<file path="src/rtl/rtdf_packet_demux_if.sv">
// rtdf_packet_demux_if: handshake bundle for the packet demux.
//   RX side : in_data/in_empty come from a show-ahead RX FIFO, in_rd_req pops it.
//   TX side : out_* is a ready/valid payload stream tagged with channel,
//             last-word and odd-byte flags.
//   master  : the demux (pops the RX FIFO, drives the payload stream).
//   slave   : the environment (RX FIFO source and stream sink).
interface rtdf_packet_demux_if;
  logic [15:0] in_data;
  logic        in_empty;
  logic        in_rd_req;
  logic [15:0] out_data;
  logic [1:0]  out_channel;
  logic        out_last;
  logic        out_odd;
  logic        out_valid;
  logic        out_ready;

  modport master (
    input  in_data, in_empty, out_ready,
    output in_rd_req, out_data, out_channel, out_last, out_odd, out_valid
  );

  modport slave (
    output in_data, in_empty, out_ready,
    input  in_rd_req, out_data, out_channel, out_last, out_odd, out_valid
  );
endinterface

</file>
<file path="src/rtl/rtdf_packet_demux.sv">
// rtdf_packet_demux: parses length-prefixed Ethernet frames from the RX FIFO,
// strips the 14-byte header (and CRC), optionally filters on destination MAC,
// and routes the payload to a channel selected by EtherType.
// Ports:
//   clk, reset        : single clock, asynchronous active-high reset
//   bus (master)      : RX FIFO pop interface and tagged payload stream
//   packet_count      : frames started (length word consumed)
//   good_packet_count : frames routed to a channel
//   drop_count        : frames dropped (EtherType, MAC or runt)
//   runt_count        : frames shorter than header + CRC
module rtdf_packet_demux #(
  parameter int unsigned NUM_CHANNELS   = 2,
  parameter logic [15:0] ETHERTYPE_BASE = 16'h88B5,
  parameter bit          CRC_ENABLE     = 1'b1,
  parameter bit          MAC_FILTER     = 1'b0,
  parameter logic [47:0] LOCAL_MAC      = 48'h0,
  parameter int unsigned LENGTH_WIDTH   = 12,
  parameter int unsigned COUNT_WIDTH    = 9
) (
  input  logic                   clk,
  input  logic                   reset,
  rtdf_packet_demux_if.master    bus,
  output logic [COUNT_WIDTH-1:0] packet_count,
  output logic [COUNT_WIDTH-1:0] good_packet_count,
  output logic [COUNT_WIDTH-1:0] drop_count,
  output logic [COUNT_WIDTH-1:0] runt_count
);

  localparam int unsigned LW      = LENGTH_WIDTH;
  localparam int unsigned LW1     = LENGTH_WIDTH + 1;
  localparam int unsigned CW      = COUNT_WIDTH;
  localparam int unsigned HDR_LEN = 14;
  localparam int unsigned MIN_LEN = CRC_ENABLE ? 18 : 14;

  typedef enum logic [1:0] {
    ST_LENGTH,
    ST_HEADER,
    ST_DATA,
    ST_DISCARD
  } state_t;

  state_t        state;
  logic [LW-1:0] len_q;
  logic [LW-1:0] cnt_q;
  logic [LW-1:0] data_idx_q;
  logic [2:0]    hdr_idx_q;
  logic [1:0]    chan_q;
  logic          mac_local_q;
  logic          mac_bcast_q;

  logic [15:0]   out_data_q;
  logic [1:0]    out_channel_q;
  logic          out_last_q;
  logic          out_odd_q;
  logic          out_valid_q;

  logic          consume;
  logic [LW-1:0] in_len;
  logic          runt;
  logic [LW-1:0] in_len_words;
  logic [LW-1:0] pay_bytes;
  logic [LW-1:0] pay_words;
  logic [LW-1:0] post_hdr_words;
  logic [LW-1:0] tail_words;
  logic [15:0]   type_word;
  logic [15:0]   type_off;
  logic          chan_ok;
  logic          mac_ok;
  logic          accept;
  logic          last_word;
  logic [15:0]   mac_word;

  // Only the DATA state can be back-pressured by a full output register.
  assign consume = !bus.in_empty &&
                   (state != ST_DATA || !out_valid_q || bus.out_ready);

  // Length-word decode (used in LENGTH only).
  assign in_len       = bus.in_data[LW-1:0];
  assign runt         = in_len < LW'(MIN_LEN);
  assign in_len_words = LW'(({1'b0, in_len} + LW1'(1)) >> 1);

  // Per-frame word budgets from the latched length; valid once past the runt check.
  assign pay_bytes      = len_q - LW'(MIN_LEN);
  assign pay_words      = LW'(({1'b0, pay_bytes} + LW1'(1)) >> 1);
  assign post_hdr_words = LW'(({1'b0, len_q - LW'(HDR_LEN)} + LW1'(1)) >> 1);
  assign tail_words     = post_hdr_words - pay_words;

  // EtherType arrives with its first wire byte in the low half of the word.
  assign type_word = {bus.in_data[7:0], bus.in_data[15:8]};
  assign type_off  = type_word - ETHERTYPE_BASE;
  assign chan_ok   = type_off < 16'(NUM_CHANNELS);
  assign mac_ok    = !MAC_FILTER || mac_local_q || mac_bcast_q;
  assign accept    = chan_ok && mac_ok;
  assign last_word = data_idx_q == pay_words;

  // Station address word expected at each destination header slot.
  always_comb begin
    mac_word = 16'h0000;
    case (hdr_idx_q)
      3'd0:    mac_word = {LOCAL_MAC[39:32], LOCAL_MAC[47:40]};
      3'd1:    mac_word = {LOCAL_MAC[23:16], LOCAL_MAC[31:24]};
      default: mac_word = {LOCAL_MAC[7:0],   LOCAL_MAC[15:8]};
    endcase
  end

  // Frame parser, output register and statistics.
  always_ff @(posedge clk or posedge reset) begin
    if (reset) begin
      state             <= ST_LENGTH;
      len_q             <= '0;
      cnt_q             <= '0;
      data_idx_q        <= '0;
      hdr_idx_q         <= '0;
      chan_q            <= '0;
      mac_local_q       <= 1'b0;
      mac_bcast_q       <= 1'b0;
      out_data_q        <= '0;
      out_channel_q     <= '0;
      out_last_q        <= 1'b0;
      out_odd_q         <= 1'b0;
      out_valid_q       <= 1'b0;
      packet_count      <= '0;
      good_packet_count <= '0;
      drop_count        <= '0;
      runt_count        <= '0;
    end else begin
      // A load in DATA below overrides this clear, sustaining one word per clock.
      if (out_valid_q && bus.out_ready) begin
        out_valid_q <= 1'b0;
      end

      if (consume) begin
        case (state)
          ST_LENGTH: begin
            packet_count <= packet_count + CW'(1);
            if (runt) begin
              runt_count <= runt_count + CW'(1);
              drop_count <= drop_count + CW'(1);
              cnt_q      <= in_len_words;
              state      <= (in_len_words == '0) ? ST_LENGTH : ST_DISCARD;
            end else begin
              len_q       <= in_len;
              hdr_idx_q   <= '0;
              mac_local_q <= 1'b1;
              mac_bcast_q <= 1'b1;
              state       <= ST_HEADER;
            end
          end

          ST_HEADER: begin
            hdr_idx_q <= hdr_idx_q + 3'd1;
            if (hdr_idx_q < 3'd3) begin
              mac_local_q <= mac_local_q && (bus.in_data == mac_word);
              mac_bcast_q <= mac_bcast_q && (bus.in_data == 16'hFFFF);
            end
            if (hdr_idx_q == 3'd6) begin
              if (accept) begin
                chan_q            <= type_off[1:0];
                good_packet_count <= good_packet_count + CW'(1);
                if (pay_bytes != '0) begin
                  data_idx_q <= LW'(1);
                  state      <= ST_DATA;
                end else begin
                  cnt_q <= post_hdr_words;
                  state <= (post_hdr_words == '0) ? ST_LENGTH : ST_DISCARD;
                end
              end else begin
                drop_count <= drop_count + CW'(1);
                cnt_q      <= post_hdr_words;
                state      <= (post_hdr_words == '0) ? ST_LENGTH : ST_DISCARD;
              end
            end
          end

          ST_DATA: begin
            out_data_q    <= bus.in_data;
            out_channel_q <= chan_q;
            out_valid_q   <= 1'b1;
            out_last_q    <= last_word;
            out_odd_q     <= last_word && pay_bytes[0];
            if (last_word) begin
              // Remaining words are CRC (plus pad byte when the length is odd).
              cnt_q <= tail_words;
              state <= (tail_words == '0) ? ST_LENGTH : ST_DISCARD;
            end else begin
              data_idx_q <= data_idx_q + LW'(1);
            end
          end

          ST_DISCARD: begin
            cnt_q <= cnt_q - LW'(1);
            if (cnt_q == LW'(1)) begin
              state <= ST_LENGTH;
            end
          end

          default: state <= ST_LENGTH;
        endcase
      end
    end
  end

  assign bus.in_rd_req   = consume;
  assign bus.out_data    = out_data_q;
  assign bus.out_channel = out_channel_q;
  assign bus.out_last    = out_last_q;
  assign bus.out_odd     = out_odd_q;
  assign bus.out_valid   = out_valid_q;

endmodule

</file>
<file path="src/flat_wrapper.sv">
// flat-port wrapper written by rule: the top's interface ports become plain ports
module rtdf_packet_demux_flat 
#(
  parameter int unsigned NUM_CHANNELS   = 2,
  parameter logic [15:0] ETHERTYPE_BASE = 16'h88B5,
  parameter bit          CRC_ENABLE     = 1'b1,
  parameter bit          MAC_FILTER     = 1'b0,
  parameter logic [47:0] LOCAL_MAC      = 48'h0,
  parameter int unsigned LENGTH_WIDTH   = 12,
  parameter int unsigned COUNT_WIDTH    = 9
)
  (clk, reset, packet_count, good_packet_count, drop_count, runt_count, bus_in_data, bus_in_empty, bus_out_ready, bus_in_rd_req, bus_out_data, bus_out_channel, bus_out_last, bus_out_odd, bus_out_valid);
  rtdf_packet_demux_if bus_i ();
  input  logic clk;
  input  logic reset;
  output logic [COUNT_WIDTH-1:0] packet_count;
  output logic [COUNT_WIDTH-1:0] good_packet_count;
  output logic [COUNT_WIDTH-1:0] drop_count;
  output logic [COUNT_WIDTH-1:0] runt_count;
  input wire logic [$bits(bus_i.in_data)-1:0] bus_in_data;
  input wire logic [$bits(bus_i.in_empty)-1:0] bus_in_empty;
  input wire logic [$bits(bus_i.out_ready)-1:0] bus_out_ready;
  output wire logic [$bits(bus_i.in_rd_req)-1:0] bus_in_rd_req;
  output wire logic [$bits(bus_i.out_data)-1:0] bus_out_data;
  output wire logic [$bits(bus_i.out_channel)-1:0] bus_out_channel;
  output wire logic [$bits(bus_i.out_last)-1:0] bus_out_last;
  output wire logic [$bits(bus_i.out_odd)-1:0] bus_out_odd;
  output wire logic [$bits(bus_i.out_valid)-1:0] bus_out_valid;
  assign bus_i.in_data = bus_in_data;
  assign bus_i.in_empty = bus_in_empty;
  assign bus_i.out_ready = bus_out_ready;
  assign bus_in_rd_req = bus_i.in_rd_req;
  assign bus_out_data = bus_i.out_data;
  assign bus_out_channel = bus_i.out_channel;
  assign bus_out_last = bus_i.out_last;
  assign bus_out_odd = bus_i.out_odd;
  assign bus_out_valid = bus_i.out_valid;
  rtdf_packet_demux #(.NUM_CHANNELS(NUM_CHANNELS), .ETHERTYPE_BASE(ETHERTYPE_BASE), .CRC_ENABLE(CRC_ENABLE), .MAC_FILTER(MAC_FILTER), .LOCAL_MAC(LOCAL_MAC), .LENGTH_WIDTH(LENGTH_WIDTH), .COUNT_WIDTH(COUNT_WIDTH)) u_core (.clk(clk), .reset(reset), .bus(bus_i), .packet_count(packet_count), .good_packet_count(good_packet_count), .drop_count(drop_count), .runt_count(runt_count));
endmodule
</file>
<file path="config.mk">
export PLATFORM = sky130hd
export DESIGN_NAME = rtdf_packet_demux_flat
export DESIGN_NICKNAME = d
export VERILOG_FILES = /design/src/rtl/rtdf_packet_demux_if.sv /design/src/rtl/rtdf_packet_demux.sv /design/src/flat_wrapper.sv
export SDC_FILE = /design/constraint.sdc
export NUM_CORES = 1
export LEC_CHECK = 0
export ABC_AREA = 1
export BUFFER_PORTS_ARGS = -buffer_cell sky130_fd_sc_hd__buf_2
export CORE_MARGIN = 8
export CORE_UTILIZATION = 54
export DETAILED_ROUTE_END_ITERATION = 7
export PLACE_DENSITY = 0.77
export SLEW_MARGIN = 20
export SYNTH_ARGS = -nofsm -noshare
export SYNTH_HDL_FRONTEND = slang
export SYNTH_SLANG_ARGS = --single-unit
</file>
<file path="constraint.sdc">
create_clock -name clk -period 3 [get_ports clk]
set_input_delay 0.15 -clock clk [delete_from_list [all_inputs] [get_ports clk]]
set_output_delay 0.15 -clock clk [all_outputs]
set_load 0.02 [all_outputs]
</file>
Yosys cells after proc, flatten, opt, wreduce, memory -nomap -nowiden
Cells that the tools add are included.
{"block": "word_totals", "register_bits": 100, "in_bits": 20, "output_inout_bits": 58, "elab_cells": 103}
{"block": "classes", "n_addsub": 14, "magnitude_cmp": 2, "n_eq_ne": 17, "muxes": 30, "bitwise": 1, "n_reduce_logical": 24}
{"operator": "12-bit two-way mux", "count": 9}
{"operator": "12-bit case mux with 4 select lines", "count": 1}
{"operator": "12-bit by 1-bit adder with 13-bit output (second input constant)", "count": 3}
{"operator": "9-bit by 1-bit adder with 9-bit output (second input constant)", "count": 4}
{"operator": "12-bit logical NOT", "count": 3}
{"operator": "9-bit two-way mux", "count": 3}
{"operator": "12-bit case mux with 2 select lines", "count": 1}
{"operator": "2-bit two-way mux", "count": 9}
{"operator": "9-bit case mux with 2 select lines", "count": 1}
{"operator": "16-bit by 2-bit < comparator with 1-bit output (second input constant)", "count": 1}
{"operator": "16-bit subtractor (second input constant)", "count": 1}
{"operator": "12-bit by 1-bit adder with 12-bit output (second input constant)", "count": 1}
{"operator": "12-bit by 1-bit == test with 1-bit output (second input constant)", "count": 1}
{"operator": "12-bit == test", "count": 1}
{"operator": "12-bit by 5-bit < comparator with 1-bit output (second input constant)", "count": 1}
{"operator": "2-bit by 1-bit != test with 1-bit output (second input constant)", "count": 6}
{"operator": "12-bit nonzero test", "count": 1}
{"operator": "12-bit by 1-bit subtractor with 12-bit output (second input constant)", "count": 1}
{"operator": "12-bit subtractor", "count": 1}
{"operator": "12-bit by 4-bit subtractor with 12-bit output (second input constant)", "count": 1}
{"operator": "12-bit by 5-bit subtractor with 12-bit output (second input constant)", "count": 1}
{"operator": "5-bit AND reduction", "count": 2}
{"operator": "3-bit AND reduction", "count": 3}
{"operator": "2-bit != test (second input constant)", "count": 4}
{"operator": "other kinds (18)", "count": 28}

Depth between registers and ports, before layout
Gate-level depths: netlist (run 1).
{"block": "depth", "depth_word": 8, "mapped_depth": 29, "ltp_nobuf": 29}

Worst setup path after synthesis (run 1)
No wires, ideal clock.
{"block": "synth_timing", "path_kind": "flip-flop to flip-flop", "start": "register u_core.len_q[1]", "end": "register u_core.state[1]", "arrival_ns": 3.158, "required_ns": 2.879, "path_slack_ns": -0.279, "stages_incl_launch_ff": 21, "n_path_buf": 0, "synth_period_minus_slack_ns": 3.279, "path_cell_list": "dfrtp_1 -> inv_1 -> ha_1 -> nand2_1 -> nand3b_1 -> nor2_1 -> nand3_1 -> nor2_1 -> xor2_1 -> inv_1 -> ha_1 -> inv_1 -> o311ai_0 -> xor2_1 -> nand4_1 -> nand2_1 -> nand2_1 -> nor2_1 -> nand3_1 -> nand2_1 -> a21oi_1"}
{"block": "synth_between", "elab_chain_len": 8, "word_cells_on_any_way": 18, "classes_between": "add/sub: 5; eq/ne: 2; mux: 7; reduce/logical: 4"}
{"item": "start, declared", "line": "rtdf_packet_demux.sv:43", "source": "logic [LW-1:0] len_q;"}
{"item": "start signal, assigned", "line": "rtdf_packet_demux.sv:142", "source": "len_q <= in_len;"}
{"item": "branches (longest 8 deep; another with 12-bit by 1-bit adder with 13-bit output)"}
{"item": "end signal, assigned", "line": "rtdf_packet_demux.sv:140", "source": "state <= (in_len_words == '0) ? ST_LENGTH : ST_DISCARD;"}
{"item": "end signal, assigned", "line": "rtdf_packet_demux.sv:165", "source": "state <= (post_hdr_words == '0) ? ST_LENGTH : ST_DISCARD;"}
{"item": "end signal, assigned", "line": "rtdf_packet_demux.sv:170", "source": "state <= (post_hdr_words == '0) ? ST_LENGTH : ST_DISCARD;"}
{"item": "end, declared", "line": "rtdf_packet_demux.sv:42", "source": "state_t state;"}
Parallel ways; which one is timed is not known. The select of a mux whose other input is x is not followed.
A chain may end at the register's enable or synchronous reset.

Worst setup path after layout (run 1)
Ends and elaborated chain as after synthesis.

==> results of run 1 <==
==> cell type report <==
type / instances / area (um2) / share of cell area [%]
flip-flops and latches: 100 / 2510 / 25.9
repair buffers: 203 / 1410 / 14.6
clock inverters: 7 / 67.6 / 0.698
well taps: 180 / 225 / 2.33
inverters: 132 / 518 / 5.35
multi-input cells: 768 / 4730 / 48.9
clock buffers: 9 / 225 / 2.33
==> metrics by stage <==
stage / power, mW / instance area [um2]
5_1_grt: 13.8 / 9680
6_report: 12.8 / 9680
4_1_cts: 11.8 / 9390
2_1_floorplan: 6.82 / 7480
3_3_place_gp: 9.71 / 8730
3_5_place_dp: 9.87 / 8730
==> flip-flops by register name (all words and copies together), names as in the netlist <==
register,count
u_core.bus.out_channel,2
u_core.good_packet_count,9
u_core.chan_q,2
u_core.bus.out_last,1
u_core.bus.out_odd,1
u_core.runt_count,9
u_core.data_idx_q,12
u_core.cnt_q,12
u_core.packet_count,9
u_core.drop_count,9
u_core.state,2
u_core.len_q,12
u_core.hdr_idx_q,3
u_core.bus.out_data,16
u_core.bus.out_valid,1
==> synth_stat cells (2+ instances only) <==
library cell  instances
inv_2                 6
xor2_1               57
buf_2                 3
ha_1                 33
and3_1                2
nand2_1             260
nand3_2               4
inv_1               124
nand4_1              32
or2_1                 3
o21ai_2               7
nand2_2              10
xor2_2                2
a31oi_1               3
o2111ai_1             3
o211ai_1              2
xnor2_1              22
dfrtp_1             100
buf_6                 2
or2_2                 8
nor4_1                5
nor2_2                8
nor3b_1               2
o221ai_1              2
a21oi_1              26
nand3b_1              3
o21ai_0              54
o31ai_1               3
clkbuf_1             11
nor2_1               77
nand2_4               5
nor3_1               20
o21ai_1              16
nand3_1              78
==> worst register-to-register path, delay by kind of cell, from the launching register on <==
kind / cells / cell delay (ps)
and+or+nand+nor: 20 / 1950
buffers and inverters: 6 / 480
DFF: 1 / 450
adders and majority gates: 2 / 400
AOI/OAI and AO/OA: 1 / 170
==> timing repair <==
action                                  in CTS  in global routing
gates cloned                                 0                  1
hold endpoints to repair                    42                  0
endpoints found under the setup margin       9                 31
buffers inserted                            19                  9
pin swaps                                   26                 27
resized for setup                           41                 55
hold buffers                                 2                  0
==> per-layer routing <==
| layer | vias up | wire length (um) |
|---|---|---|
| li1 | 3691 | - |
| met1 | 3515 | 9140 |
| met2 | 242 | 9950 |
| met3 | 73 | 1220 |
| met4 | 0 | 996 |
| met5 | - | 0 |
==> power by group <==
group	internal (mW)	switching, mW
logic	4.29	5.31
registers	1.72	0.361
clock network	0.584	0.579
==> logic make-up (layout without fill, tap and decap cells) <==
kind of cell	count (synthesis)	after routing	synth area share [%]
adders and majority gates	33	33	5.57
xor gates and xnor gates	82	82	10.1
DFF	100	100	33.7
and+or+nand+nor	523	524	32.3
muxes	1	1	0.152
buffers and inverters	150	351	8.10
AOI/OAI and AO/OA	128	128	9.99
==> path summary, 6_finish.rpt <==
| check | slack (ps) | cells after the start | endpoint | start |
|---|---|---|---|---|
| max | -510 | 29 | u_core.state[1] | u_core.len_q[1] |
| min | 70 | 3 | u_core.bus.out_data[12] | bus_in_data[12] |
| max reg2reg | -510 | 29 | u_core.state[1] | u_core.len_q[1] |
| min reg2reg | 470 | 1 | u_core.runt_count[8] | u_core.runt_count[8] |
| max in group asynchronous | 1890 | 4 | u_core.len_q[3] | reset |
| min in group asynchronous | 400 | 3 | u_core.runt_count[4] | reset |
==> flow_summary_export.csv, run 1 <==
group,metric,value,unit
worst_setup_path,worstPathMaxFanout,5,
worst_setup_path,path_delay_family,"simple AND/OR/NAND/NOR gates",
global_route,busiest_layer,"met2",
floorplan,die_h,133,um
power_and_ir_drop,p_leak,4.94,nW
worst_setup_path,cpMostUsedCell,"nand2_1",
timing,setup_violations,13,
yosys,synth_area_leaders,"dfrtp_1, nand2_1, xor2_1",
yosys,ys_seq_area_share,33.7,%
timing,fin_crit,3510,ps
yosys,synth.distinct_cells,58,
yosys,async_flop_share,100,%
timing,finClkSkew,11.3,ps
global_route,grt_max_degree,60,
timing,fin_ws,-514,ps
yosys,synth_warnings,0,
yosys,synth_seq_cells,100,
yosys,synth_edf_count,0,
routing,wl_per_cell,15.2,um
worst_setup_path,critPathRequiredTime,3280,ps
floorplan,ios,78,
worst_setup_path,startpoint_type,"register",
placed_design,pre_cts_ws,-347,ps
yosys,syn_area,7420,um2
yosys,syn_nets,1070,
worst_setup_path,crit_type,"reg2reg",
clocking,cts.clk_slew.worst_paths,80,ps
clocking,clk_latency,360,ps
clocking,ctsRootBufferMaster,"clkbuf_16",
timing,period_share,117,%
worst_setup_path,max_stage_delay,450,ps
timing,slew_violations,0,
worst_setup_path,endpoint_kind,"register",
final_layout,final_cell_mix,"nand2_1, inv_1, buf_4",
global_route,overflow,0,
final_layout,fill_cells,1087,
placed_design,hpwl,15.6,mm
final_layout,drive_above_1_share,29.0,%
routing,drtAntennaViolNets,0,
routing,drt_iter0_markers,538,
final_layout,final_common_cell,"nand2_1",
routing,firstDrtPassIters,5,
yosys,synth_top_area_share,33.7,%
timing,whs,69.6,ps
yosys,postSynthCellCount,1017,
floorplan,rows,43,
placed_design,port_buffers,77,
global_route,grt_pass1_wl,34.6,mm
floorplan,dieArea,17700,um2
floorplan,core,13700,um2
global_route,grt_pass1_vias,7367,
power_and_ir_drop,power.density,1330,nW/um2
global_route,antenna_found_initial,0,
timing,relSlewSlack,54.8,%
yosys,ys.flop_type,"dfrtp_1",
floorplan,start_util,54.3,%
routing,vias,7521,
clocking,h-tree-depth,3,
final_layout,areaGrowthSynthToFinish,30.5,%
routing,viasPerCell,5.38,
clocking,cts_inserted_buffers,9,
timing,fin_setup_tns,-3360,ps
yosys,synth_top_area_cell,"dfrtp_1",
final_layout,final_nets,1267,
timing,rsz0062_at_grt,"true",
final_layout,final_util,70.8,%
timing,hold_violations,0,
final_layout,fin_cells,1399,
floorplan,die_w,133,um
timing,timing.fmax,285,MHz
routing,wirelength,21.3,mm
global_route,use_met3,5.08,%
worst_setup_path,crit_arrival,3800,ps
worst_setup_path,cp_num_buf_inv,6,
clocking,clock_path_buffers,2,
power_and_ir_drop,vdd_drop_max,803,uV
status,violations,"negative setup slack",
global_route,grtUsageMet2,37.8,%
status,outcome,"finished with violations",
job,drv_cap,0,
final_layout,n_antenna_cell,0,
timing,max_slew.worst_pin.slew,678,ps
clocking,cts_tree,"yes",
yosys,avgSynthCellArea,7.29,um2
placed_design,gp_congestion,0.916,
global_route,grt.total_usage,23.5,%
worst_setup_path,crit_slowest_cell,"dfrtp_2",
routing,post-route-drc-count,0,
placed_design,dp.cells,1352,
min_path,worstHoldPathType,"in2reg",
clocking,clock_sinks,100,
global_route,gr-usage-met1,29.1,%
(Power assumes the default switching activity.)
==> run 2, diff against run 1 <==
--- a/config.mk
+++ b/config.mk
@@ -7,10 +7,12 @@
 export LEC_CHECK = 0
 export ABC_AREA = 1
 export BUFFER_PORTS_ARGS = -buffer_cell sky130_fd_sc_hd__buf_2
+export CELL_PAD_IN_SITES_DETAIL_PLACEMENT = 0
+export CELL_PAD_IN_SITES_GLOBAL_PLACEMENT = 1
 export CORE_MARGIN = 8
-export CORE_UTILIZATION = 54
+export CORE_UTILIZATION = 40
 export DETAILED_ROUTE_END_ITERATION = 7
-export PLACE_DENSITY = 0.77
+export PLACE_DENSITY_LB_ADDON = 0.1
 export SLEW_MARGIN = 20
 export SYNTH_ARGS = -nofsm -noshare
 export SYNTH_HDL_FRONTEND = slang
==> run 2 against run 1 <==
The flow still finishes with violations (negative setup slack). Via count shrank 3.4%. Sequential cell count is the same. Register-to-register slack better by 180 ps. Clock-buffer cell count unchanged. Die area increased by 31%. Critical path depth shrank 8. Fmax up 5.3%. Worst setup slack better by 180 ps. Clock power is 10% higher.
==> flow_summary_export.csv, run 2 (synthesis results as in run 1) <==
group,metric,value,unit
status,outcome,"finished with violations",
status,violations,"negative setup slack",
worst_setup_path,endpoint_kind,"register",
routing,drt_iter0_markers,391,
routing,firstDrtPassIters,5,
clocking,h-tree-depth,3,
routing,viasPerCell,4.89,
timing,finClkSkew,9.57,ps
global_route,antenna_found_initial,0,
routing,wirelength,22.5,mm
final_layout,final_common_cell,"nand2_1",
global_route,overflow,0,
power_and_ir_drop,vdd_drop_max,766,uV
floorplan,rows,50,
power_and_ir_drop,power.switching,6.30,mW
timing,timing.fmax,300,MHz
routing,drtAntennaViolNets,0,
job,drv_cap,0,
timing,hold_violations,0,
timing,fin_setup_tns,-2000,ps
min_path,worstHoldPathType,"in2async",
clocking,clock_path_buffers,2,
placed_design,gp_congestion,0.861,
final_layout,largest_reg_flops,16,
timing,setup_violations,9,
floorplan,die_h,152,um
placed_design,hpwl,16.9,mm
final_layout,drive_above_1_share,31.0,%
placed_design,port_buffers,77,
final_layout,final_util,54.4,%
floorplan,core,18500,um2
global_route,grt_pass1_vias,7065,
routing,post-route-drc-count,0,
worst_setup_path,startpoint_type,"register",
global_route,busiest_layer,"met2",
clocking,cts_tree,"yes",
power_and_ir_drop,p_total,13.4,mW
timing,relSlewSlack,36.5,%
power_and_ir_drop,pwr-share-comb,75.0,%
final_layout,fill_cells,1771,
clocking,clk_latency,360,ps
worst_setup_path,crit_type,"reg2reg",
clocking,cts.clk_slew.worst_paths,80,ps
worst_setup_path,cp-startpoint,"u_core.len_q[2]",
global_route,grt_max_degree,76,
power_and_ir_drop,clkPwrFrac,9.6,%
global_route,use_met3,3.23,%
final_layout,areaGrowthSynthToFinish,35.4,%
final_layout,final_nets,1298,
worst_setup_path,worstPathMaxFanout,6,
timing,max_slew.worst_pin.slew,952,ps
routing,wl_per_cell,15.1,um
power_and_ir_drop,p_sw_share,47.1,%
timing,period_share,111,%
clocking,ctsRootBufferMaster,"clkbuf_16",
timing,fin_ws,-336,ps
worst_setup_path,critPathRequiredTime,3250,ps
timing,fin_crit,3340,ps
routing,vias,7262,
power_and_ir_drop,internal_power,7.07,mW
timing,rsz0062_at_grt,"true",
clocking,cts_inserted_buffers,9,
power_and_ir_drop,p_leak,5.09,nW
timing,whs,6.25,ps
global_route,grt.total_usage,19.0,%
timing,slew_violations,0,
floorplan,dieArea,23200,um2
floorplan,die_w,152,um
global_route,grtUsageMet2,31.3,%
global_route,gr-usage-met1,25.1,%
floorplan,start_util,40.2,%
final_layout,final_cell_mix,"nand2_1, buf_4, inv_1",
power_and_ir_drop,power.density,1330,nW/um2
worst_setup_path,crit_arrival,3580,ps
power_and_ir_drop,seq_power_share,15.4,%
floorplan,ios,78,
worst_setup_path,timing.rr.start,"u_core.len_q[2]",
final_layout,n_antenna_cell,0,
global_route,grt_pass1_wl,35.9,mm
clocking,clock_sinks,100,
[run 2: cell count changes in the layout (fill, tap and decap cells not counted), moves of 4 or more]
| cell | before | now |
|---|---|---|
| nand3_2 | 18 | 12 |
| inv_1 | 115 | 111 |
| nand3_1 | 64 | 68 |
| buf_4 | 114 | 148 |
| nand2_4 | 9 | 13 |
| nand2_1 | 245 | 241 |
[run 2: final timing paths]
path                       depth (start not counted)                 endpoint  slack (ps)
max                                               21          u_core.state[1]        -340
min reg2reg                                        1   u_core.packet_count[8]         460
min                                                2     u_core.runt_count[8]           6
max reg2reg                                       21          u_core.state[1]        -340
max in group asynchronous                          3          u_core.len_q[2]        2200
min in group clk                                   3  u_core.bus.out_data[12]          70
[run 2: worst max-delay path, stage by stage (launching register included)]
cell	delay, ps
dfrtp_2	440
ha_2	220
nand2_4	100
nand4_1	100
or2_1	260
nor2_2	130
nand2_2	90
xor2_2	210
inv_2	80
ha_4	270
inv_2	50
nor4_4	250
nand2_1	100
o311ai_2	90
xor2_1	240
nand4_1	110
nand2_1	70
nand2_1	60
nor2_2	120
nand3_1	90
nand2_1	60
a21oi_1	70
[run 2: stage by stage]
step	area, um2	cells	setup slack, ps
floorplan	7480	1017	-85.2
global placement	8870	1416	-322
detailed placement	8870	1416	-393
CTS	9620	1462	-277
global route	10000	1484	-619
finish	10000	1484	-336
[run 2: final cells by class]
type	instances	area [um2]	share of cell area (%)
multi-input cells	768	4780	47.6
flip-flops and latches	100	2500	24.9
repair buffers	234	1640	16.3
inverters	132	510	5.08
well taps	234	293	2.92
clock buffers	9	225	2.24
clock inverters	7	92.6	0.922
[run 2: routing by layer]
metal | vias to the layer above | part of all wire, %
li1 | 3755 | -
met1 | 3358 | 48
met2 | 123 | 47
met3 | 26 | 3.4
met4 | 0 | 2.1
met5 | - | 0
[run 2: power groups by stage]
stage	clock (mW)	sequential, mW	combinational, mW
2_1_floorplan	0	2.24	4.57
3_3_place_gp	0	2.07	8.11
3_5_place_dp	0	2.08	8.09
4_1_cts	1.31	2.06	9.02
5_1_grt	1.36	2.12	11.0
6_report	1.28	2.06	10.0
[run 2: timing repair]
item                       in CTS  in global routing
hold endpoints to repair        1                  0
gates resized for setup        41                 55
setup endpoints to repair      11                 28
hold buffers                    1                  0
buffers inserted               29                 18
pin swaps                      14                 20
gates cloned                    0                  4
==> run 3, diff against run 2 <==
--- a/config.mk
+++ b/config.mk
@@ -9,10 +9,10 @@
 export BUFFER_PORTS_ARGS = -buffer_cell sky130_fd_sc_hd__buf_2
 export CELL_PAD_IN_SITES_DETAIL_PLACEMENT = 0
 export CELL_PAD_IN_SITES_GLOBAL_PLACEMENT = 1
-export CORE_MARGIN = 8
+export CORE_MARGIN = 2
 export CORE_UTILIZATION = 40
 export DETAILED_ROUTE_END_ITERATION = 7
-export PLACE_DENSITY_LB_ADDON = 0.1
+export PLACE_DENSITY = 0.8
 export SLEW_MARGIN = 20
 export SYNTH_ARGS = -nofsm -noshare
 export SYNTH_HDL_FRONTEND = slang
==> constraint.sdc (replaced) <==
create_clock -name clk -period 3 [get_ports clk]
set_input_delay 0.6 -clock clk [delete_from_list [all_inputs] [get_ports clk]]
set_output_delay 0.6 -clock clk [all_outputs]
set_load 0.02 [all_outputs]
==> run 3 against run 2 <==
The flow still finishes with violations (negative setup slack). First-iteration DRC count is 18% lower. Fmax is 1.1% lower. Global-route usage up 3.2 points. Clock skew grew 2.7 ps. Cell area is 1.4% higher. Utilization rose by 1.9 points. Worst setup slack got worse by 38 ps. Critical path type unchanged. Largest power group unchanged.
==> flow_summary_export.csv, run 3 (synthesis results as in run 1) <==
group,metric,value,unit
clocking,clock_sinks,100,
timing,hold_violations,0,
timing,timing.fmax,296,MHz
routing,wl_per_cell,14.9,um
placed_design,hpwl,16.2,mm
worst_setup_path,endpoint_kind,"register",
worst_setup_path,critPathRequiredTime,3250,ps
worst_setup_path,max_stage_delay,430,ps
floorplan,core,18100,um2
final_layout,final_nets,1291,
worst_setup_path,r2r_slack,-370,ps
worst_setup_path,r2r_cells,20,
worst_setup_path,cpMostUsedCell,"nand2_2",
routing,firstDrtPassIters,7,
final_layout,final_util,56.3,%
worst_setup_path,timing.rr.start,"u_core.len_q[2]",
clocking,cts_tree,"yes",
final_layout,areaGrowthSynthToFinish,37.3,%
timing,rsz0062_at_grt,"true",
final_layout,drive_above_1_share,32.5,%
timing,period_share,112,%
power_and_ir_drop,p_leak,5.13,nW
clocking,cts.clk_slew.worst_paths,70,ps
floorplan,ios,78,
clocking,h-tree-depth,3,
global_route,overflow,0,
timing,setup_violations,9,
timing,fin_setup_tns,-2160,ps
final_layout,fill_cells,1685,
status,violations,"negative setup slack",
placed_design,pre_cts_ws,-415,ps
timing,finClkSkew,12.3,ps
timing,fin_crit,3370,ps
worst_setup_path,worstPathMaxFanout,4,
routing,drt_iter0_markers,322,
global_route,grt_pass1_vias,7103,
clocking,clock_path_buffers,2,
worst_setup_path,crit_arrival,3620,ps
placed_design,gp_congestion,0.931,
global_route,grt_max_degree,46,
routing,viasPerCell,4.99,
clocking,ctsRootBufferMaster,"clkbuf_16",
floorplan,rows,49,
timing,whs,291,ps
worst_setup_path,crit_chain,"inv_2 -> ha_4 -> nand2_2 -> nand3b_1 -> nor3_2 -> xor2_2 -> inv_1 -> ha_4 -> inv_2 -> nor4_4 -> nand2_2 -> o311ai_4 -> xor2_1 -> nand4_1 -> nand2_1 -> nand2_1 -> nor2_2 -> nand3_2 -> nand2_2 -> a21oi_2",
status,outcome,"finished with violations",
final_layout,fin_cells,1472,
floorplan,start_util,41.0,%
clocking,clk_latency,360,ps
min_path,worstHoldPathType,"in2async",
placed_design,port_buffers,77,
timing,fin_ws,-373,ps
routing,post-route-drc-count,0,
worst_setup_path,crit_slowest_cell,"dfrtp_2",
global_route,antenna_found_initial,0,
timing,max_slew.worst_pin.slew,807,ps
final_layout,multi_input_area,4910,um2
global_route,grt_pass1_wl,35.3,mm
job,drv_cap,0,
final_layout,final_common_cell,"nand2_1",
timing,slew_violations,0,
power_and_ir_drop,vdd_drop_max,788,uV
clocking,cts_inserted_buffers,9,
worst_setup_path,cp_num_buf_inv,3,
worst_setup_path,startpoint_type,"register",
routing,vias,7346,
power_and_ir_drop,power.density,1350,nW/um2
routing,wirelength,21.9,mm
final_layout,n_antenna_cell,0,
final_layout,final_cell_mix,"nand2_1, buf_4, inv_1",
timing,relSlewSlack,46.2,%
final_layout,seq_area,2510,um2
floorplan,die_w,140,um
final_layout,largest_reg_flops,16,
global_route,grt.total_usage,22.3,%
placed_design,dp.cells,1423,
floorplan,dieArea,19700,um2
worst_setup_path,reg2reg_to,"u_core.state[1]",
routing,drtAntennaViolNets,0,
floorplan,die_h,140,um
worst_setup_path,crit_type,"reg2reg",
worst_setup_path,path_delay_family,"simple AND/OR/NAND/NOR gates",
[run 3: changes by cell type in the layout (fill, tap and decap cells not counted), moves of 8 or more]
cell	before	now
buf_4	148	134
nand2_1	241	229
nand2_2	22	32
o21ai_1	20	12
o21ai_2	7	17
[run 3: report_power, final]
| part | internal (mW) | total (mW) | switching, mW |
|---|---|---|---|
| registers | 1.72 | 2.09 | 0.369 |
| logic | 4.75 | 10.4 | 5.63 |
| clock network | 0.670 | 1.27 | 0.598 |
| total | 7.14 | 13.7 | 6.59 |
[run 3: worst reg2reg max path, delay by kind of cell (launching register included)]
family	cells	cell delay [ps]
AOI/OAI and AO/OA	2	140
xor gates and xnor gates	2	470
adders and majority gates	2	560
buffers and inverters	3	240
DFF	1	430
and+or+nand+nor	11	1450
[run 3: layout make-up]
class,count,area share (%)
Clock inverter,7,0.909
Tap cell,229,2.81
Clock buffer,9,2.21
Timing Repair inverter,1,0.0860
Multi-Input combinational cell,767,48.2
Inverter,132,5.10
Sequential cell,100,24.6
Timing Repair Buffer,227,16.0
[run 3: layer usage]
| layer | GRT usage [%] | part of all wire (%) | vias to the layer above |
|---|---|---|---|
| li1 | - | - | 3745 |
| met1 | 30.1 | 46 | 3420 |
| met2 | 36.4 | 47 | 154 |
| met3 | 4.03 | 4.1 | 27 |
| met4 | 7.02 | 2.6 | 0 |
| met5 | 0 | 0 | - |
[run 3: how the worst max path moves through the flow]
stage / slack (ps) / end / cells after the start / start
finish: -370 / u_core.state[1] / 20 / u_core.len_q[2]
CTS: -270 / u_core.state[1] / 22 / u_core.len_q[2]
floorplan: -90 / u_core.state[1] / 22 / u_core.len_q[1]
detailed placement: -420 / u_core.state[1] / 22 / u_core.len_q[2]
global placement: -350 / u_core.state[1] / 22 / u_core.len_q[2]
global route: -580 / u_core.state[1] / 22 / u_core.len_q[2]
[run 3: through the flow]
step / power (mW) / instance area (um2)
after floorplan: 6.82 / 7480
after CTS: 12.2 / 9580
after global routing: 14.9 / 10200
after global placement: 10.1 / 8980
final: 13.7 / 10200
after detailed placement: 10.2 / 8980
[run 3: timing repair]
item,4_1_cts,5_1_grt
endpoints found under the setup margin,9,31
endpoints found under the hold margin,0,0
gates resized for setup,29,108
hold buffers,0,0
cloned,0,4
setup buffers,18,16
pin swaps,20,37
